==> src/rtl/m16_pkg.sv <==
// Shared constants, state encoding and serial-word sizing for the M16 word serializer.
// Honours M16_PARITY_EN: when defined, every serial word carries one extra odd-parity bit.
package m16_pkg;

   localparam int M16_WORD_W      = 12;
   localparam int M16_ADDR_W      = 11;
   localparam int M16_FRAME_WORDS = 2048;

   typedef enum logic [1:0] {
      IDLE  = 2'd0,
      FETCH = 2'd1,
      WAIT  = 2'd2,
      SHIFT = 2'd3
   } ser_state_t;

   // Bit periods per serial word for a given data width.
   function automatic int ser_bits(input int word_w);
`ifdef M16_PARITY_EN
      return word_w + 1;
`else
      return word_w;
`endif
   endfunction

endpackage

==> src/rtl/m16_bit_timer.sv <==
// Bit-period divider and bit counter for the serializer; both stay cleared while run_i is low.
// Emits bit_tick on the last divider cycle, last_bit during the final bit, prefetch_pt on its first cycle.
module m16_bit_timer #(
   parameter int BIT_DIV = 4,
   parameter int SER_W   = 12
) (
   input  logic clk,
   input  logic reset,
   input  logic run_i,
   output logic bit_tick_o,
   output logic last_bit_o,
   output logic prefetch_pt_o
);

   localparam int DIV_W = $clog2(BIT_DIV);
   localparam int CNT_W = $clog2(SER_W);

   logic [DIV_W-1:0] div_q, div_d;
   logic [CNT_W-1:0] bit_q, bit_d;

   assign bit_tick_o    = run_i && (div_q == DIV_W'(BIT_DIV - 1));
   assign last_bit_o    = (bit_q == CNT_W'(SER_W - 1));
   assign prefetch_pt_o = run_i && last_bit_o && (div_q == '0);

   always_comb begin
      div_d = div_q;
      bit_d = bit_q;
      if (!run_i) begin
         div_d = '0;
         bit_d = '0;
      end else if (bit_tick_o) begin
         div_d = '0;
         bit_d = last_bit_o ? '0 : bit_q + CNT_W'(1);
      end else begin
         div_d = div_q + DIV_W'(1);
      end
   end

   always_ff @(posedge clk or posedge reset) begin
      if (reset) begin
         div_q <= '0;
         bit_q <= '0;
      end else begin
         div_q <= div_d;
         bit_q <= bit_d;
      end
   end

endmodule

==> src/rtl/m16_word_serializer.sv <==
// M16 word serializer: walks the frame buffer, fetches each word and shifts it out MSB-first without gaps.
// Define M16_PARITY_EN to append an odd-parity bit period after the data bits of every word.
module m16_word_serializer
   import m16_pkg::*;
#(
   parameter int WORD_W      = M16_WORD_W,
   parameter int ADDR_W      = M16_ADDR_W,
   parameter int FRAME_WORDS = M16_FRAME_WORDS,
   parameter int BIT_DIV     = 4
) (
   input  logic              clk,
   input  logic              reset,
   input  logic              enable,
   input  logic [WORD_W-1:0] dataWord,
   output logic              bufGetWord,
   output logic [ADDR_W-1:0] bufRdPointer,
   output logic              serOut,
   output logic              serValid,
   output logic              wordStrobe,
   output logic              frameStart,
   output ser_state_t        dbg_state
);

   localparam int SER_W = ser_bits(WORD_W);

   if (BIT_DIV < 3) begin : g_bad_bit_div
      $error("m16_word_serializer: BIT_DIV must be >= 3");
   end

   ser_state_t        state_q;
   logic [ADDR_W-1:0] ptr_q, ptr_inc;
   logic [SER_W-1:0]  shreg_q, load_word;
   logic              req_q, valid_q, ws_q, fs_q;
   logic              bit_tick, last_bit, prefetch_pt, prefetch_go;

   m16_bit_timer #(
      .BIT_DIV (BIT_DIV),
      .SER_W   (SER_W)
   ) u_bit_timer (
      .clk           (clk),
      .reset         (reset),
      .run_i         (state_q == SHIFT),
      .bit_tick_o    (bit_tick),
      .last_bit_o    (last_bit),
      .prefetch_pt_o (prefetch_pt)
   );

   if (FRAME_WORDS == (1 << ADDR_W)) begin : g_ptr_natural
      assign ptr_inc = ptr_q + ADDR_W'(1);
   end else begin : g_ptr_compare
      assign ptr_inc = (ptr_q == ADDR_W'(FRAME_WORDS - 1)) ? '0 : ptr_q + ADDR_W'(1);
   end

`ifdef M16_PARITY_EN
   assign load_word = {dataWord, ~^dataWord};
`else
   assign load_word = dataWord;
`endif

   // The prefetch decision samples enable on the first cycle of the last bit period.
   assign prefetch_go  = prefetch_pt && enable;
   assign bufGetWord   = (state_q == FETCH) || prefetch_go;
   assign bufRdPointer = ptr_q;
   assign serOut       = shreg_q[SER_W-1];
   assign serValid     = valid_q;
   assign wordStrobe   = ws_q;
   assign frameStart   = fs_q;
   assign dbg_state    = state_q;

   always_ff @(posedge clk or posedge reset) begin
      if (reset) begin
         state_q <= IDLE;
         ptr_q   <= '0;
         shreg_q <= '0;
         req_q   <= 1'b0;
         valid_q <= 1'b0;
         ws_q    <= 1'b0;
         fs_q    <= 1'b0;
      end else begin
         ws_q <= 1'b0;
         fs_q <= 1'b0;
         case (state_q)
            IDLE: begin
               if (enable) state_q <= FETCH;
            end
            FETCH: begin
               state_q <= WAIT;
            end
            WAIT: begin
               state_q <= SHIFT;
               shreg_q <= load_word;
               valid_q <= 1'b1;
               ws_q    <= 1'b1;
               fs_q    <= (ptr_q == '0);
               ptr_q   <= ptr_inc;
            end
            SHIFT: begin
               if (prefetch_go) req_q <= 1'b1;
               if (bit_tick) begin
                  if (last_bit) begin
                     req_q <= 1'b0;
                     if (req_q) begin
                        shreg_q <= load_word;
                        ws_q    <= 1'b1;
                        fs_q    <= (ptr_q == '0);
                        ptr_q   <= ptr_inc;
                     end else begin
                        state_q <= IDLE;
                        shreg_q <= '0;
                        valid_q <= 1'b0;
                     end
                  end else begin
                     shreg_q <= shreg_q << 1;
                  end
               end
            end
            default: state_q <= IDLE;
         endcase
      end
   end

endmodule

==> config.mk <==
export PLATFORM = sky130hd
export DESIGN_NAME = m16_word_serializer
export DESIGN_NICKNAME = d
export VERILOG_FILES = /design/src/rtl/m16_pkg.sv /design/src/rtl/m16_bit_timer.sv /design/src/rtl/m16_word_serializer.sv
export SDC_FILE = /design/constraint.sdc
export NUM_CORES = 1
export LEC_CHECK = 0
export BUFFER_PORTS_ARGS = -buffer_cell sky130_fd_sc_hd__buf_2
export CAP_MARGIN = 20
export CORE_AREA = 3 3 76 78
export CTS_BUF_LIST = sky130_fd_sc_hd__clkbuf_8
export DETAILED_ROUTE_END_ITERATION = 8
export DIE_AREA = 0 0 79 81
export SLEW_MARGIN = 20
export SYNTH_ARGS = -nofsm -noshare
export SYNTH_HDL_FRONTEND = slang
export SYNTH_HIERARCHICAL = 1
export SYNTH_SLANG_ARGS = --single-unit
==> constraint.sdc <==
create_clock -name clk -period 2.4 [get_ports clk]
set_input_delay 0.24 -clock clk [delete_from_list [all_inputs] [get_ports clk]]
set_output_delay 0.24 -clock clk [all_outputs]
set_load 0.02 [all_outputs]
# Word level (Yosys, flattened, before mapping)
# Index checks and enable logic that the tools add are counted.
[word_totals] register_bits=35 input_bits=15 wordCells=68
[classes] add_sub_neg=3 n_eq_ne=10 n_mux=33 n_reduce_logical=13
[op_table] operator="12-bit 2-to-1 mux" count=3
[op_table] operator="11-bit 2-to-1 mux" count=3
[op_table] operator="12-bit case mux with 2 select lines" count=1
[op_table] operator="11-bit case mux with 2 select lines" count=1
[op_table] operator="1-bit 2-to-1 mux" count=12
[op_table] operator="2-bit 2-to-1 mux" count=6
[op_table] operator="4-bit 2-to-1 mux" count=3
[op_table] operator="4-bit AND reduction" count=3
[op_table] operator="11-bit by 1-bit adder with 11-bit output, second input constant" count=1
[op_table] operator="11-bit logical NOT" count=1
[op_table] operator="2-bit != test, second input constant" count=5
[op_table] operator="2-bit case mux with 4 select lines" count=1
[op_table] operator="2-bit == test, second input constant" count=3
[op_table] operator="1-bit case mux with 2 select lines" count=3
[op_table] operator="4-bit by 1-bit adder with 4-bit output, second input constant" count=1
[op_table] operator="4-bit == test, second input constant" count=1
[op_table] operator="1-bit logical AND" count=4
[op_table] operator="2-bit logical NOT" count=2
[op_table] operator="2-bit by 1-bit adder with 2-bit output, second input constant" count=1
[op_table] operator="2-bit by 1-bit == test with 1-bit output, second input constant" count=1
[op_table] operator="2-bit AND reduction" count=1
[op_table] operator="2-bit nonzero test" count=1
[op_table] operator="1-bit logical OR" count=1

# Logic depth before layout (Yosys ltp)
# Gate-level depths: netlist of the first run.
[logic_depth] depth_word=7 depth_mapped=7 depth_no_buf=5

# Hierarchy
# The synthesis of the first run kept the hierarchy.
[by_module_without_submodules] module="m16_word_serializer" instances=1 cells_each=133 area_per_inst_um2=1466.4 seq_area_each_um2=725.7
[by_module_without_submodules] module="m16_bit_timer" instances=1 cells_each=33 area_per_inst_um2=339.1 seq_area_each_um2=150.1

# Worst setup path before layout of the first run
# OpenSTA, ideal clock, no wires.
[synth_path] path_kind="register to register" from="register state_q[1], in the netlist dbg_state[1]" to="register ptr_q[1], in the netlist bufRdPointer[1]" arrival_ps=1816 t_required_ps=2272 slack_ps=456 path_stages_with_launch=7 synth_period_minus_slack_ps=1944 cell_sequence="dfrtp_1 ha_1 and2_1 mux2i_1 buf_6 nor2_2 mux2_1"
[synth_via] elab_chain_cells=4 elab_cells_between_ends=9 cone_classes="eq/ne: 5; mux: 1; reduce/logical: 3"
[synth_rtl] item="start: declaration" line_no="m16_word_serializer.sv:30" rtl="ser_state_t state_q;"
[synth_rtl] item="start signal: assignment" line_no="m16_word_serializer.sv:72" rtl="state_q <= IDLE;"
[synth_rtl] item="start signal: assignment" line_no="m16_word_serializer.sv:84" rtl="if (enable) state_q <= FETCH;"
[synth_rtl] item="start signal: assignment" line_no="m16_word_serializer.sv:87" rtl="state_q <= WAIT;"
[synth_rtl] item="2-bit == test" line_no="m16_word_serializer.sv:42" rtl=".run_i (state_q == SHIFT),"
[synth_rtl] item="1-bit logical AND" line_no="m16_bit_timer.sv:21" rtl="assign bit_tick_o = run_i && (div_q == DIV_W'(BIT_DIV - 1));"
[synth_rtl] item="named net bit_tick" line_no="m16_word_serializer.sv:34" rtl="logic bit_tick, last_bit, prefetch_pt, prefetch_go;"
[synth_rtl] item="2-bit != test (no source line)"
[synth_rtl] item="4-bit AND reduction (no source line)"
[synth_rtl] item="end signal: assignment" line_no="m16_word_serializer.sv:95" rtl="ptr_q <= ptr_inc;"
[synth_rtl] item="end signal: assignment" line_no="m16_word_serializer.sv:106" rtl="ptr_q <= ptr_inc;"
[synth_rtl] item="end: declaration" line_no="m16_word_serializer.sv:31" rtl="logic [ADDR_W-1:0] ptr_q, ptr_inc;"
# The timed path passes the listed nets, and every way through them passes these cells.
# A chain may end at the register's enable or synchronous reset.

# Worst setup path after layout of the first run
[layout_path] from="register u_bit_timer.bit_q[0]" to="output port bufGetWord"
[layout_via] elab_chain_cells=5
[layout_rtl] item="start: declaration" line_no="m16_bit_timer.sv:19" rtl="logic [CNT_W-1:0] bit_q, bit_d;"
[layout_rtl] item="start signal: assignment" line_no="m16_bit_timer.sv:45" rtl="bit_q <= bit_d;"
[layout_rtl] item="4-bit == test" line_no="m16_bit_timer.sv:22" rtl="assign last_bit_o = (bit_q == CNT_W'(SER_W - 1));"
[layout_rtl] item="named net last_bit" line_no="m16_word_serializer.sv:34"
[layout_rtl] item="1-bit logical AND (2 in series)" line_no="m16_bit_timer.sv:23" rtl="assign prefetch_pt_o = run_i && last_bit_o && (div_q == '0);"
[layout_rtl] item="named net prefetch_pt" line_no="m16_word_serializer.sv:34"
[layout_rtl] item="1-bit logical AND" line_no="m16_word_serializer.sv:61" rtl="assign prefetch_go = prefetch_pt && enable;"
[layout_rtl] item="1-bit logical OR" line_no="m16_word_serializer.sv:62" rtl="assign bufGetWord = (state_q == FETCH) || prefetch_go;"
[layout_rtl] item="end: declaration" line_no="m16_word_serializer.sv:15" rtl="output logic bufGetWord,"
# The timed path passes the listed nets, and every way through them passes these cells.

==> results of run 1 <==
-- cell usage after synthesis (2+ instances only) --
cell type	n	area (um^2)
inv_1	9	33.8
dfrtp_1	35	876
nor4_1	2	12.5
nor3b_1	2	15.0
xor2_1	8	70.1
clkbuf_1	2	7.51
nand3_1	4	20.0
xnor2_1	2	17.5
buf_6	2	22.5
a22oi_1	11	82.6
mux2i_1	4	40.0
nor3_1	3	15.0
buf_2	2	10.0
ha_1	9	113
nor2_1	2	7.51
o21ai_0	13	65.1
nor2b_1	4	25.0
a21oi_1	2	10.0
a2111oi_2	4	60.1
nand4_1	3	18.8
and2_1	2	12.5
a31oi_1	2	12.5
nand2_1	18	67.6
nand2b_1	2	12.5
-- stage by stage --
stage                     instances  worst slack, ns
final                           274            0.294
after detailed placement        265            0.387
after floorplan                 166            0.456
after global placement          265            0.471
after global routing            274            0.179
after CTS                       274            0.298
-- sequential cells by signal, indices dropped and copies added (netlist names) --
register           count
shreg_q               12
frameStart             1
req_q                  1
bufRdPointer          11
u_bit_timer/bit_q      4
serValid               1
dbg_state              2
wordStrobe             1
u_bit_timer/div_q      2
-- power by group through the flow --
stage | clock [W] | combinational, W | sequential [W]
final | 0.000642 | 0.0000573 | 0.000595
after global routing | 0.000685 | 0.0000660 | 0.000595
after CTS | 0.000654 | 0.0000593 | 0.000594
after detailed placement | 0 | 0.0000577 | 0.000606
after global placement | 0 | 0.0000574 | 0.000606
after floorplan | 0 | 0.0000335 | 0.000607
-- worst max path at each step --
| stage | start | end |
|---|---|---|
| 2_1_floorplan | dbg_state[1]$_DFFE_PP0P_ | bufRdPointer[1]$_DFFE_PP0P_ |
| 3_3_place_gp | u_bit_timer/bit_q[0]$_DFFE_PP0P_ | bufRdPointer[1]$_DFFE_PP0P_ |
| 3_5_place_dp | u_bit_timer/bit_q[0]$_DFFE_PP0P_ | bufRdPointer[1]$_DFFE_PP0P_ |
| 4_1_cts | u_bit_timer/bit_q[0]$_DFFE_PP0P_ | bufGetWord |
| 5_1_grt | u_bit_timer/bit_q[0]$_DFFE_PP0P_ | bufGetWord |
| 6_report | u_bit_timer/bit_q[0]$_DFFE_PP0P_ | bufGetWord |
-- area by class of cell --
class                   count  area [um^2]  share of cell area, %
flip-flops and latches     35          876                   40.1
multi-input cells         116          860                   39.3
repair buffers             36          193                   8.82
well taps                  70         87.6                   4.01
clock buffers               5         68.8                   3.15
clock inverters             3         67.6                   3.09
inverters                   9         33.8                   1.55
-- layer usage --
layer | track usage, % | up-vias
met5 | 0 | -
met4 | 4.64 | 0
met3 | 3.88 | 6
met2 | 17.4 | 32
met1 | 17.5 | 635
li1 | - | 661
-- cell families after synthesis --
group	Yosys count	synth area share (%)
simple gates	53	17.5
compound gates	38	15.3
flops	35	48.5
xor+xnor	10	4.85
buf+inv	15	4.09
fa+ha+maj	9	6.24
mux	6	3.47
-- critical path: cells and delay by family, from the launching register on --
family | cells | cell delay, ns
adder cells (fa/ha/maj) | 1 | 0.23
AO/OA/AOI/OAI | 1 | 0.17
flip-flops | 1 | 0.43
AND/OR/NAND/NOR | 2 | 0.60
buffers and inverters | 1 | 0.15
-- timing repair --
item / CTS / global route
setup buffers: 0 / 0
endpoints found under the hold margin: 6 / 0
hold buffers: 1 / 0
==> run summary, run 1 <==
status: completed
final setup fails: 0
# clock sinks: 35
largest net degree at the start of global routing: 30
Cells after Synth: 166
total global routing overflow: 0
CP arrival: 1.87 ns
Final Hold Fails: 0
CP Cell Sequence: ha_1, and3b_1, and3_2, a21o_1, buf_2
Antenna Violating Nets Remaining: 0
Port Buffer Count: 32
Post-synth EDFFs: 0
Synth Area per Inst: 10.9 um^2
met2 wire len: 1.43 mm
fillcell total: 522
cts bufs inserted: 5
DRC Markers: 0
Logic pwr share: 4.4%
most frequent cells in the layout: dfrtp_1, buf_2, nand2_1
ratio of cells with drive above 1 in the final layout: 27.0%
commonest non-fill, non-tap cell in the layout: dfrtp_1
max cap viols: 0
vias per cell: 4.87
global-route wire length before repair: 6.13 mm
Setup CP Type: register to output port
synthesis-stage register bit count: 35
CP Capture Type: output port
final core utilization: 42.5%
routed length on met3: 198 um
Post-synth ARST share: 100%
Worst-path clk slew: 0.08 ns
Post-Syn Area: 1810 um^2
Clock Skew: 0.00540 ns
Hold Startpoint: dataWord[0]
Area Growth Syn to Fin: 21.1%
period utilisation layout: 87.7%
WHS: 0.181 ns
setup TNS: 0 ns
H-tree depth: 2
post-synth cell types: 43
Placed Area: 2040 um^2
Most used DFF post-synth: dfrtp_1
Max FO, Critical Path: 9
setup repair after global routing missed its margin: no
worst r2r path cells: 5
P_sw: 0.000262 W
Max VDD drop: 0.000251 V
NumNets Final: 227
Die X: 79 um
initial antenna violation count: 0
reg2reg end: bufRdPointer[1]$_DFFE_PP0P_
sequential-to-total area share from yosys stat: 48.5%
post-route cell area: 2190 um^2
Max Used Layer: met4
vias in the first global route: 1264
GP Congestion: 0.797
P_leak: 1.09 nW
f_max: 475 MHz
R2R Path Start: u_bit_timer/bit_q[0]$_DFFE_PP0P_
Initial Utilization: 35.1%
CTS max path bufs: 2
detailed-placement wirelength estimate: 2.55 mm
Slew @ Worst Pin: 0.502 ns
CTS tree: done
Syn. warnings: 6
Worst-Skew Late Latency: 0.29 ns
post-synth net total: 190
die footprint: 6400 um^2
R2R setup slack: 0.35 ns
P_int: 0.00103 W
CTS root buffer: clkbuf_8
Die Ht: 81 um
worst min path class: input port to register
Sw Share: 20.3%
DR iter-0 viols: 80
PD cells: 592 nW/um^2
CP Data Required Time: 2.16 ns
Ant. Diodes: 0
hold path depth: 2
Clock power frac: 49.6%
I/O pin count: 33
DR WL/cell: 13.1 um
via count: 1334
Rel. slew slack: 65.9%
wire length on met1: 1.89 mm
core area: 5140 um^2
Overall Power: 0.00129 W
Worst path slowest cell: dfrtp_1
Core Rows: 26
CP Launch Type: register
drt first pass iters: 4
Worst path max stage delay: 0.43 ns
wirelength, routed: 3.58 mm
fin crit period: 2.11 ns
Max Slew Vio Count: 0
Post-CTS Resized: 0
sequential share of power: 46.0%
Hold Path End: shreg_q[0]$_DFFE_PP0P_
Tot GR Track Use: 12.3%
Power figures use the tool's default switching activity.
==> run 2: changes to the inputs <==
- clock period: 2.4 -> 1.76 ns (I/O delays scaled with it)
==> run 2 against run 1 <==
Count of clock-buffer cells in the layout rose by 2; sequential share of layout area fell by 4.0 points; clock power fell by 2%; register-to-register slack got worse by 0.32 ns; via count rose by 5.2%; die area did not move; final area rose by 11%; critical endpoint is now bufRdPointer[8]$_DFFE_PP0P_.
==> run summary, run 2 (synthesis results as in run 1) <==
status: completed
CTS tree: done
CP Data Required Time: 1.96 ns (-0.20 ns)
Area Growth Syn to Fin: 34.9%
CP Launch Type: register
Core Rows: 26 (unchanged)
hold path depth: 2 (unchanged)
most frequent cells in the layout: dfrtp_1, buf_2, buf_4
vias per cell: 4.77 (-2.0%)
# clock sinks: 35 (unchanged)
core area: 5140 um^2 (unchanged)
max cap viols: 0 (unchanged)
Port Buffer Count: 32 (unchanged)
vias in the first global route: 1342 (+6.2%)
Clock Skew: 0.00545 ns (+0.0000501 ns)
GP Congestion: 0.785 (-1.5%)
P_leak: 1.20 nW (+9.9%)
max reg flops: 12 (unchanged)
P_int: 0.00120 W (+16%)
Clock power frac: 41.0% (-8.6 points)
DR iter-0 viols: 50 (-38%)
CTS root buffer: clkbuf_8
global-route wire length before repair: 6.57 mm (+7.1%)
CTS max path bufs: 2 (unchanged)
setup repair after global routing missed its margin: yes
DR WL/cell: 13.5 um (+3.4%)
Worst-Skew Late Latency: 0.28 ns (about the same)
I/O pin count: 33 (unchanged)
Slew @ Worst Pin: 0.333 ns (-0.169 ns)
Die Ht: 81 um (unchanged)
largest net degree at the start of global routing: 24 (-20%)
fillcell total: 513 (-1.7%)
Tot GR Track Use: 13.2% (+0.85 points)
initial antenna violation count: 0 (unchanged)
Die X: 79 um (unchanged)
Worst-path clk slew: 0.07 ns (about the same)
Sw Share: 21.4% (+1.1 points)
worst r2r path cells: 6 (+1)
die footprint: 6400 um^2 (unchanged)
ratio of cells with drive above 1 in the final layout: 37.5% (+11 points)
CP Cell Sequence: ha_2, and3b_2, buf_6, nand4_4, a2111oi_4, xor2_1
commonest non-fill, non-tap cell in the layout: dfrtp_1
Rel. slew slack: 77.7% (+12 points)
placed cell count: 277 (+4.5%)
Max Slew Vio Count: 0 (unchanged)
WHS: 0.120 ns (-0.0612 ns)
Max FO, Critical Path: 8 (-1)
via count: 1403 (+5.2%)
drt first pass iters: 4 (unchanged)
f_max: 578 MHz
fin crit period: 1.73 ns
total global routing overflow: 0 (unchanged)
worst min path class: input port to register
Final Hold Fails: 0 (unchanged)
sequential share of power: 53.1% (+7.1 points)
CP Capture Type: register
final setup fails: 0 (unchanged)
H-tree depth: 2 (unchanged)
NumNets Final: 247 (+8.8%)
Logic pwr share: 5.8% (+1.4 points)
period utilisation layout: 98.3%
cts bufs inserted: 5 (unchanged)
wirelength, routed: 3.97 mm (+11%)
P_sw: 0.000327 W (+25%)
Initial Utilization: 35.1% (unchanged)
Most flops, register: shreg_q
DRC Markers: 0 (unchanged)
CP arrival: 1.93 ns (+0.06 ns)
Ant. Diodes: 0 (unchanged)
Setup CP Type: register to register
Worst path slowest cell: a2111oi_4
detailed-placement wirelength estimate: 2.79 mm (+9.3%)
Worst path max stage delay: 0.38 ns (-0.05 ns)
Antenna Violating Nets Remaining: 0 (unchanged)
PD cells: 627 nW/um^2 (+6.0%)
Max VDD drop: 0.000246 V (-2.2%)
post-route insts no fill: 294 (+7.3%)
-- run 2: through the flow --
stage                     setup WS [ns]  TNS [ns]  power [W]  util (%)  area (um^2)
after floorplan                  0.0298         0   0.000874         -         1830
after global placement           0.0145         0   0.000910      42.3         2170
after detailed placement        -0.0358   -0.0994   0.000912      42.3         2170
after CTS                        0.0117         0    0.00155      44.8         2300
after global routing            -0.0632   -0.0795    0.00160      47.4         2440
final                            0.0295         0    0.00153      47.4         2440
-- run 2: power groups by stage --
| stage | sequential (W) | combinational [W] | clock (W) |
|---|---|---|---|
| after CTS | 0.000811 | 0.0000874 | 0.000653 |
| after floorplan | 0.000828 | 0.0000460 | 0 |
| after global routing | 0.000812 | 0.000102 | 0.000685 |
| after detailed placement | 0.000827 | 0.0000851 | 0 |
| after global placement | 0.000827 | 0.0000836 | 0 |
| final | 0.000812 | 0.0000892 | 0.000627 |
-- run 2: cell type report --
type | instances | area [um^2] | area share [%]
multi-input cells | 116 | 958 | 39.3
flip-flops and latches | 35 | 878 | 36.1
repair buffers | 56 | 378 | 15.5
clock buffers | 7 | 96.3 | 3.95
well taps | 70 | 87.6 | 3.60
inverters | 9 | 33.8 | 1.39
clock inverters | 1 | 3.75 | 0.154
-- run 2: worst max-delay path: cells and delay by family, from the launching register on --
kind	cells	cell delay, ns
buf+inv	1	0.14
flops	1	0.36
xor+xnor	1	0.19
fa+ha+maj	1	0.18
simple gates	2	0.40
compound gates	1	0.38
-- run 2: repair_timing --
item                                    in CTS  in global routing
endpoints found under the hold margin       35                  0
setup buffers                                1                  7
pin swaps                                    1                 10
endpoints found under the setup margin       5                 17
resized for setup                            4                 12
hold buffers                                 1                  0
-- run 2: worst paths after layout --
kind | slack [ns] | startpoint | to
max reg2reg | 0.03 | u_bit_timer/bit_q[0]$_DFFE_PP0P_ | bufRdPointer[8]$_DFFE_PP0P_
min in group asynchronous | 0.36 | reset | u_bit_timer/bit_q[3]$_DFFE_PP0P_
max | 0.03 | u_bit_timer/bit_q[0]$_DFFE_PP0P_ | bufRdPointer[8]$_DFFE_PP0P_
min | 0.12 | dataWord[0] | shreg_q[0]$_DFFE_PP0P_
min reg2reg | 0.46 | u_bit_timer/div_q[0]$_DFF_PP0_ | u_bit_timer/div_q[0]$_DFF_PP0_
max in group asynchronous | 1.10 | reset | dbg_state[1]$_DFFE_PP0P_
-- run 2: metal layers --
layer  up-vias  routed length, um  track usage [%]
met5         -                  0                0
met4         0                 89             6.70
met3         8                192             2.99
met2        33               1790             19.7
met1       656               1900             17.9
li1        706                  -                -
==> run 3: changes to the inputs <==
- REMOVE_ABC_BUFFERS: default -> 1
- TNS_END_PERCENT: default -> 1
==> run 3 against run 2 <==
The flow now finishes with violations (setup timing); worst hold slack got worse by 0.016 ns; via count decreased by 2.9%; first-iteration DRC count increased by 20%; critical endpoint is now bufGetWord; final area decreased by 0.92%.
==> run summary, run 3 (synthesis results as in run 1) <==
CP arrival: 1.65 ns (-0.28 ns)
largest net degree at the start of global routing: 30 (+25%)
worst r2r path cells: 7 (+1)
period utilisation layout: 104% (+5.6 points)
H-tree depth: 2 (unchanged)
Worst path max stage delay: 0.38 ns (about the same)
Worst-Skew Late Latency: 0.29 ns (about the same)
die footprint: 6400 um^2 (unchanged)
fin crit period: 1.83 ns (+0.0977 ns)
worst setup margin: -0.0683 ns (-0.0977 ns)
Hold Path End: shreg_q[0]$_DFFE_PP0P_
setup repair after global routing missed its margin: yes
wire length on met1: 1.88 mm (-1.1%)
Die X: 79 um (unchanged)
detailed-placement wirelength estimate: 2.71 mm (-2.8%)
ratio of cells with drive above 1 in the final layout: 36.8% (-0.73 points)
CP Cell Sequence: ha_2, and3b_2, buf_6, and3_4, a21o_1, buf_6
reg2reg end: shreg_q[8]$_DFFE_PP0P_
CTS max path bufs: 2 (unchanged)
total global routing overflow: 0 (unchanged)
most frequent cells in the layout: dfrtp_1, buf_2, buf_4
max cap viols: 0 (unchanged)
# clock sinks: 35 (unchanged)
CTS root buffer: clkbuf_8
Slew @ Worst Pin: 0.362 ns (+0.0292 ns)
initial antenna violation count: 0 (unchanged)
cts bufs inserted: 5 (unchanged)
WP buf/inv: 2 (+1)
R2R setup slack: -0.01 ns (-0.04 ns)
DR WL/cell: 12.7 um (-6.1%)
vias per cell: 4.65 (-2.6%)
Ant. Diodes: 0 (unchanged)
Max Slew Vio Count: 0 (unchanged)
GP Congestion: 0.736 (-6.2%)
I/O pin count: 33 (unchanged)
Max VDD drop: 0.000501 V (+100%)
CP Data Required Time: 1.58 ns (-0.38 ns)
fillcell total: 506 (-1.4%)
Worst-path clk slew: 0.08 ns (about the same)
DR iter-0 viols: 60 (+20%)
Port Buffer Count: 32 (unchanged)
Hold Startpoint: dataWord[0]
Rel. slew slack: 75.4% (-2.4 points)
Max FO, Critical Path: 2 (-6)
routed length on met3: 151 um (-21%)
commonest non-fill, non-tap cell in the layout: dfrtp_1
Core Rows: 26 (unchanged)
Worst path slowest cell: dfrtp_1
wirelength, routed: 3.71 mm (-6.4%)
CP Capture Type: output port
DRC Markers: 0 (unchanged)
Overall Power: 0.00176 W (+15%)
Die Ht: 81 um (unchanged)
Tot GR Track Use: 12.7% (-0.46 points)
vias in the first global route: 1313 (-2.2%)
PD cells: 728 nW/um^2 (+16%)
NumNets Final: 246 (-0.40%)
DP Worst Slack: -0.0198 ns (+0.0160 ns)
CP most frequent cell: buf_6
Final Hold Fails: 0 (unchanged)
setup TNS: -0.0905 ns (-0.0905 ns)
global-route wire length before repair: 6.39 mm (-2.7%)
Initial Utilization: 35.1% (unchanged)
P_leak: 1.19 nW (-1.0%)
Max Used Layer: met4
Most flops, register: shreg_q
via count: 1362 (-2.9%)
R2R Path Start: u_bit_timer/bit_q[1]$_DFFE_PP0P_
max reg flops: 12 (unchanged)
Antenna Violating Nets Remaining: 0 (unchanged)
worst min path class: input port to register
drt first pass iters: 4 (unchanged)
final setup fails: 4 (+4)
Top delay family on crit path: simple AND/OR/NAND/NOR gates
violated checks: setup timing
CP Launch Type: register
Area Growth Syn to Fin: 33.7%
met2 wire len: 1.64 mm (-8.1%)
CTS tree: done
Placed Area: 2170 um^2 (-0.35%)
f_max: 547 MHz (-5.3%)
Clock Skew: 0.00883 ns (+0.00338 ns)
Setup CP Type: register to output port
core area: 5140 um^2 (unchanged)
WHS: 0.104 ns (-0.0158 ns)
hold path depth: 2 (unchanged)
status: finished with violations
post-route cell area: 2410 um^2 (-0.92%)
[run 3: cell types whose count changed in the layout (fill, tap and decap cells not counted), sizes merged]
cell and change:
bufinv +2, clkbuf -2, buf -1
[run 3: metrics by stage]
step	instances	util, %
after floorplan	160	-
after global placement	282	42.2
after detailed placement	282	42.2
after CTS	293	46.1
after global routing	293	47.0
final	293	47.0
[run 3: cell type report]
class	count	area [um^2]	area share, %
Clock buffer	5	68.8	2.85
Clock inverter	3	63.8	2.64
Inverter	9	33.8	1.40
Multi-Input combinational cell	116	938	38.9
Sequential cell	35	876	36.3
Tap cell	70	87.6	3.63
Timing Repair Buffer	55	345	14.3
[run 3: power by group]
group / switching [W] / internal [W] / leakage, nW
logic: 0.0000477 / 0.0000415 / 0.674
registers: 0.00000336 / 0.000808 / 0.444
clock network: 0.000295 / 0.000561 / 0.0695
[run 3: what timing repair did]
action / 4_1_cts / 5_1_grt
hold buffers: 1 / 0
cloned: 0 / 0
setup buffers: 2 / 0
endpoints found under the setup margin: 5 / 25
hold endpoints to repair: 35 / 0
pin swaps: 4 / 3
resized for setup: 10 / 11
[run 3: how the worst max path moves through the flow]
stage	from	slack, ns	cells past startpoint	end
2_1_floorplan	dbg_state[0]$_DFFE_PP0P_	-1.11	5	bufRdPointer[1]$_DFFE_PP0P_
3_3_place_gp	u_bit_timer/bit_q[0]$_DFFE_PP0P_	-0.02	6	shreg_q[7]$_DFFE_PP0P_
3_5_place_dp	u_bit_timer/bit_q[0]$_DFFE_PP0P_	-0.02	5	bufRdPointer[10]$_DFFE_PP0P_
4_1_cts	u_bit_timer/bit_q[1]$_DFFE_PP0P_	-0.07	6	bufGetWord
5_1_grt	u_bit_timer/bit_q[1]$_DFFE_PP0P_	-0.12	6	bufGetWord
6_report	u_bit_timer/bit_q[1]$_DFFE_PP0P_	-0.07	6	bufGetWord
[run 3: routing by layer]
metal / vias to the layer above / GRT usage, %
met2: 26 / 19.0
met5: - / 0
met1: 628 / 17.9
met4: 0 / 5.15
li1: 703 / -
met3: 5 / 2.66
